## src/rtl/muldiv_ctrl.sv

```systemverilog
// rtl/muldiv_ctrl.sv - Iterative multiply/divide sequencer owning the HI/LO register pair
//
// Runs MULT/MULTU/DIV/DIVU over multiple cycles on one shared add/subtract
// datapath, serves MFHI/MFLO reads and raises the execute-stage interlock.
// Optional build macro: MULDIV_EARLY_OUT_EN - multiply stops iterating once
// the remaining multiplier bits are zero and realigns the product in FIX.
//
// Ports:
//   clock, reset_n     system clock, asynchronous active-low reset
//   start, aluop, sgn  execute-stage request, decoded op, signed select
//   rA, rB             multiplicand/dividend, multiplier/divisor
//   stall              interlock to the execute stage (combinational)
//   busy               an operation is in flight
//   done, dz           HI/LO write pulse, divide-by-zero pulse
//   result             MFHI/MFLO read data (combinational)
//   hi, lo             architectural HI/LO registers
module muldiv_ctrl #(
  parameter int WIDTH = 32
) (
  input  logic             clock,
  input  logic             reset_n,
  input  logic             start,
  input  logic [5:0]       aluop,
  input  logic             sgn,
  input  logic [WIDTH-1:0] rA,
  input  logic [WIDTH-1:0] rB,
  output logic             stall,
  output logic             busy,
  output logic             done,
  output logic             dz,
  output logic [WIDTH-1:0] result,
  output logic [WIDTH-1:0] hi,
  output logic [WIDTH-1:0] lo
);

  localparam logic [5:0] MULT_OP = 6'b000010;
  localparam logic [5:0] DIV_OP  = 6'b000011;
  localparam logic [5:0] MFHI_OP = 6'b000100;
  localparam logic [5:0] MFLO_OP = 6'b000101;
  localparam int         CW      = $clog2(WIDTH) + 1;

  typedef enum logic [1:0] {S_IDLE, S_MUL, S_DIV, S_FIX} state_t;

  state_t             r_state, w_next;
  logic [WIDTH-1:0]   r_acc;     // upper accumulator / partial remainder
  logic [WIDTH-1:0]   r_q;       // multiplier -> product low / dividend -> quotient
  logic [WIDTH-1:0]   r_b;       // multiplicand / divisor magnitude
  logic [CW-1:0]      r_count;
  logic               r_is_div, r_neg_q, r_neg_r, r_dz;
  logic [WIDTH-1:0]   r_hi, r_lo;
  logic               r_done, r_dz_out;

  logic               w_op_md, w_op_any, w_accept, w_last;
  logic [WIDTH-1:0]   w_abs_a, w_abs_b;
  logic [WIDTH:0]     w_opa, w_opb, w_sum;
  logic               w_mul_end, w_mul_skip;
  logic [2*WIDTH-1:0] w_prod, w_prod_s;
  logic [WIDTH-1:0]   w_quo, w_rem;

  assign w_op_md  = (aluop == MULT_OP) || (aluop == DIV_OP);
  assign w_op_any = w_op_md || (aluop == MFHI_OP) || (aluop == MFLO_OP);
  assign w_accept = start && (r_state == S_IDLE) && w_op_md;
  assign w_last   = (r_count == CW'(WIDTH - 1));
  assign w_abs_a  = (sgn && rA[WIDTH-1]) ? -rA : rA;
  assign w_abs_b  = (sgn && rB[WIDTH-1]) ? -rB : rB;

  // Single adder shared by both algorithms: add-if-LSB for MUL,
  // trial subtract of the divisor from the shifted remainder for DIV.
  always_comb begin
    w_opb = {1'b0, r_b};
    if (r_state == S_DIV) begin
      w_opa = {r_acc, r_q[WIDTH-1]};
      w_sum = w_opa - w_opb;
    end else begin
      w_opa = {1'b0, r_acc};
      w_sum = w_opa + (r_q[0] ? w_opb : '0);
    end
  end

`ifdef MULDIV_EARLY_OUT_EN
  logic [WIDTH-1:0] w_live;
  logic [CW-1:0]    w_realign;
  // r_q[WIDTH-1-count:0] still holds unconsumed multiplier bits; bit 0 is
  // consumed this cycle, so only the bits above it decide another pass.
  assign w_live     = r_q & ({WIDTH{1'b1}} >> r_count);
  assign w_mul_end  = ((w_live >> 1) == '0);
  assign w_mul_skip = (w_abs_b == '0);
  // Stopping after count passes leaves the product WIDTH-count bits high.
  assign w_realign  = CW'(WIDTH) - r_count;
  assign w_prod     = {r_acc, r_q} >> w_realign;
`else
  assign w_mul_end  = w_last;
  assign w_mul_skip = 1'b0;
  assign w_prod     = {r_acc, r_q};
`endif

  assign w_prod_s = r_neg_q ? -w_prod : w_prod;
  // Divide by zero leaves the dividend magnitude in r_acc, so the signed
  // remainder path reproduces rA on hi; only lo needs forcing.
  assign w_quo    = r_dz ? '1 : (r_neg_q ? -r_q : r_q);
  assign w_rem    = r_neg_r ? -r_acc : r_acc;

  always_comb begin
    w_next = r_state;
    case (r_state)
      S_IDLE: begin
        if (w_accept) begin
          if (aluop == DIV_OP)  w_next = S_DIV;
          else if (w_mul_skip)  w_next = S_FIX;
          else                  w_next = S_MUL;
        end
      end
      S_MUL:   if (w_mul_end) w_next = S_FIX;
      S_DIV:   if (w_last)    w_next = S_FIX;
      default: w_next = S_IDLE;
    endcase
  end

  always_ff @(posedge clock or negedge reset_n) begin
    if (!reset_n) begin
      r_state  <= S_IDLE;
      r_acc    <= '0;
      r_q      <= '0;
      r_b      <= '0;
      r_count  <= '0;
      r_is_div <= 1'b0;
      r_neg_q  <= 1'b0;
      r_neg_r  <= 1'b0;
      r_dz     <= 1'b0;
      r_hi     <= '0;
      r_lo     <= '0;
      r_done   <= 1'b0;
      r_dz_out <= 1'b0;
    end else begin
      r_state  <= w_next;
      r_done   <= 1'b0;
      r_dz_out <= 1'b0;
      case (r_state)
        S_IDLE: begin
          if (w_accept) begin
            r_is_div <= (aluop == DIV_OP);
            r_acc    <= '0;
            r_q      <= (aluop == DIV_OP) ? w_abs_a : w_abs_b;
            r_b      <= (aluop == DIV_OP) ? w_abs_b : w_abs_a;
            r_count  <= '0;
            r_neg_q  <= sgn && (rA[WIDTH-1] ^ rB[WIDTH-1]);
            r_neg_r  <= sgn && rA[WIDTH-1];
            r_dz     <= (aluop == DIV_OP) && (rB == '0);
          end
        end
        S_MUL: begin
          r_acc   <= w_sum[WIDTH:1];
          r_q     <= {w_sum[0], r_q[WIDTH-1:1]};
          r_count <= r_count + 1'b1;
        end
        S_DIV: begin
          // Negative trial result means restore: keep the shifted remainder.
          r_acc   <= w_sum[WIDTH] ? w_opa[WIDTH-1:0] : w_sum[WIDTH-1:0];
          r_q     <= {r_q[WIDTH-2:0], ~w_sum[WIDTH]};
          r_count <= r_count + 1'b1;
        end
        default: begin
          if (r_is_div) begin
            r_hi     <= w_rem;
            r_lo     <= w_quo;
            r_dz_out <= r_dz;
          end else begin
            {r_hi, r_lo} <= w_prod_s;
          end
          r_done <= 1'b1;
        end
      endcase
    end
  end

  assign busy   = (r_state != S_IDLE);
  assign stall  = start && busy && w_op_any;
  assign done   = r_done;
  assign dz     = r_dz_out;
  assign hi     = r_hi;
  assign lo     = r_lo;
  assign result = (aluop == MFHI_OP) ? r_hi : ((aluop == MFLO_OP) ? r_lo : '0);

endmodule

```

## config.mk

```make
export PLATFORM = sky130hd
export DESIGN_NAME = muldiv_ctrl
export DESIGN_NICKNAME = d
export VERILOG_FILES = /design/src/rtl/muldiv_ctrl.sv
export SDC_FILE = /design/constraint.sdc
export NUM_CORES = 1
export LEC_CHECK = 0
export CAP_MARGIN = 20
export CORE_UTILIZATION = 45
export CTS_CLUSTER_DIAMETER = 120
export DETAILED_ROUTE_END_ITERATION = 16
export PLACE_DENSITY_LB_ADDON = 0.05
export SYNTH_ARGS = -nofsm -noshare
export SYNTH_HDL_FRONTEND = slang
export SYNTH_SLANG_ARGS = --single-unit
export TNS_END_PERCENT = 10
```

## constraint.sdc

```tcl
create_clock -name clock -period 8.4 [get_ports clock]
set_clock_uncertainty 0.05 [all_clocks]
set_input_delay 2.52 -clock clock [delete_from_list [all_inputs] [get_ports clock]]
set_output_delay 2.52 -clock clock [all_outputs]
set_load 0.02 [all_outputs]
```

==> impl_metrics.py <==
metrics = {
    "timing": {
        "holdWs_ns": 0.435,
        "worst_slew_pin_slew_ns": 1.09,
        "finalCriticalPeriod_ns": 7.05,
        "max_slew_margin_pct": 27.1,
        "fin_ws_ns": 1.35,
        "hold_viol": 0,
        "max_freq_ghz": 0.142,
        "post-route-period-util_pct": 84.0,
        "setup_viol": 0,
        "rsz0062_at_grt": "no",
        "slew_viol_final": 0,
        "fin_tns_setup_ns": 0,
    },
    "detailed_routing": {
        "drt_iter0_drc": 1370,
        "drcViolationCount": 0,
        "postRouteWirelength_um": 57100,
        "vias": 15355,
        "firstDrtPassIters": 6,
        "avgViaCountPerCell": 6.00,
        "ant_nets": 0,
        "wl_per_cell_um": 22.3,
    },
    "logic_synthesis": {
        "synth.most_common_cell": "nor2_1",
        "syn_avg_cell_area_um2": 7.68,
        "synth_area_leader_cell": "dfrtp_1",
        "yosys_warnings": 0,
        "ys_top_cells_by_area": "dfrtp_1, a21oi_1, nor2_1",
        "synth_common_cells": "nor2_1, nand2_1, a21oi_1, dfrtp_1, o21ai_0",
        "ys_async_sr_fraction_pct": 100,
        "synthFlopType": "dfrtp_1",
        "synth_cell_type_count": 82,
        "synth_area_um2": 15500,
        "ys_seq_area_share_pct": 28.1,
        "ys_ff_latch": 174,
        "syn_inst": 2015,
        "synth_fp_nets": 2164,
        "yosys.area.top_type_share_pct": 28.1,
        "synth_edf_count": 0,
    },
    "setup_path": {
        "startpoint": "aluop[3]",
        "worstSetupPathType": "input pin to output pin",
        "arrival_ns": 4.48,
        "crit_fanout": 33,
        "critPathCaptureType": "output pin",
        "worst-r2r-setup-slack_ns": 3.47,
        "r2r_start": "r_q[0]$_DFFE_PN0P_",
        "endpoint": "result[31]",
        "worst_r2r_endpoint": "r_acc[23]$_DFFE_PN0P_",
        "reg2reg_depth": 13,
        "critPathRequiredTime_ns": 5.83,
        "cp-start-kind": "input pin",
    },
    "clocking": {
        "clock-root-buffer": "clkbuf_16",
        "htreeDepth": 4,
        "cts_resized": 0,
        "cts_setup_buffers": 0,
        "clock_latency_ns": 0.46,
        "tritoncts": "built",
        "cts_buffers": 17,
        "cts.clk_slew.worst_paths_ns": 0.06,
        "clockBufferDepth": 2,
        "cts_sinks": 174,
        "hold_buffers": 0,
    },
    "floorplanning": {
        "die_y_um": 187,
        "dieArea_um2": 35100,
        "rows": 67,
        "io_pins": 174,
        "core_area_um2": 33700,
        "fp.dieW_um": 187,
        "initial_core_util_pct": 45.9,
    },
    "global_routing": {
        "overflow": 0,
        "antenna_found_initial": 0,
        "grt_max_degree": 71,
        "grt_pass1_vias": 14287,
        "grt_pass1_wl_um": 87400,
        "grt_use_total_pct": 32.4,
    },
    "final_layout": {
        "antenna_cells": 0,
        "fill_cells": 3291,
        "final_core_util_pct": 53.4,
        "syn2layout_area_growth_pct": 16.4,
        "final_cells": 2560,
        "final_area_um2": 18000,
        "drive_above_1_share_pct": 5.30,
        "nNetsFinal": 2249,
    },
    "placement": {
        "gp_congestion": 0.942,
        "dp_slack_ns": 1.36,
        "dp.cells": 2528,
        "io_buffers": 173,
        "placed_cell_area_um2": 17400,
        "post-dp-hpwl_um": 44700,
    },
    "hold_path": {
        "hp-start": "r_b[1]$_DFFE_PN0P_",
        "hold_class": "flop to flop",
    },
    "run_status": {
        "status": "complete, no violations",
    },
    "pwr": {
        "total_leakage_power_nw": 7.86,
        "total_power_mw": 5.31,
        "power_density_nw_per_um2": 295,
        "ir_drop_mv": 0.183,
    },
    "run": {
        "cap_violations": 0,
    },
}
## routing by layer
layer / global-route usage (%) / routed length, µm / up-vias
met1: 46.0 / 26500 / 7356
met3: 6.14 / 4160 / 55
met5: 0 / 0 / -
met2: 50.6 / 25300 / 575
met4: 8.04 / 1090 / 0
li1: - / - / 7369
## critical path: stages
cell             delay [ns]
clkdlybuf4s50_1        0.42
nor3_2                 0.36
nand3b_1               0.11
buf_4                  0.26
nor2_1                 0.17
clkdlybuf4s50_1        0.61
## report_power, final
part           internal (mW)  leakage (nW)  switching, mW  total, mW
Clock                  0.429         0.285          0.393      0.822
Combinational           1.16          5.26           1.88       3.04
Sequential              1.09          2.31          0.368       1.45
## worst min-delay path by stage
stage                          end  slack (ns)  depth (start not counted)
2_1_floorplan  r_b[25]$_DFFE_PN0P_        0.39                          2
3_3_place_gp    r_b[7]$_DFFE_PN0P_        0.42                          2
3_5_place_dp    r_b[1]$_DFFE_PN0P_        0.42                          2
4_1_cts         r_b[1]$_DFFE_PN0P_        0.44                          2
5_1_grt         r_b[5]$_DFFE_PN0P_        0.47                          2
6_report        r_b[1]$_DFFE_PN0P_        0.44                          2
## cells in the final DEF, fill, tap and decap left out, types with 68 or more instances in the layout
master           count
dfrtp_1            174
nand2_1            225
o21ai_0            168
nor2_1             264
inv_1               68
a21oi_1            214
xor2_1              87
xnor2_1             86
ha_1                70
mux2i_1             68
clkdlybuf4s50_1    171
## layout make-up
class	instances	area [µm²]	share of cell area [%]
clock buffers	18	439	2.44
inverters	71	267	1.48
multi-input cells	1644	10400	57.6
repair buffers	192	1870	10.4
flip-flops and latches	174	4350	24.2
clock inverters	13	149	0.827
well taps	448	561	3.11
## sequential cells by signal, summed over array words and instances (netlist names)
name / count
hi: 32
r_neg_q: 1
r_acc: 32
r_state: 2
r_neg_r: 1
r_dz: 1
r_count: 6
r_q: 32
done: 1
r_b: 32
lo: 32
dz: 1
r_is_div: 1
## logic make-up after synthesis
kind of cell    share of synthesized area [%]
xor+xnor                                 9.80
buf+inv                                  4.93
mux                                      6.29
compound gates                           24.6
fa+ha+maj                                6.16
simple gates                             20.1
flops                                    28.1
Power figures use the tool's default switching activity.
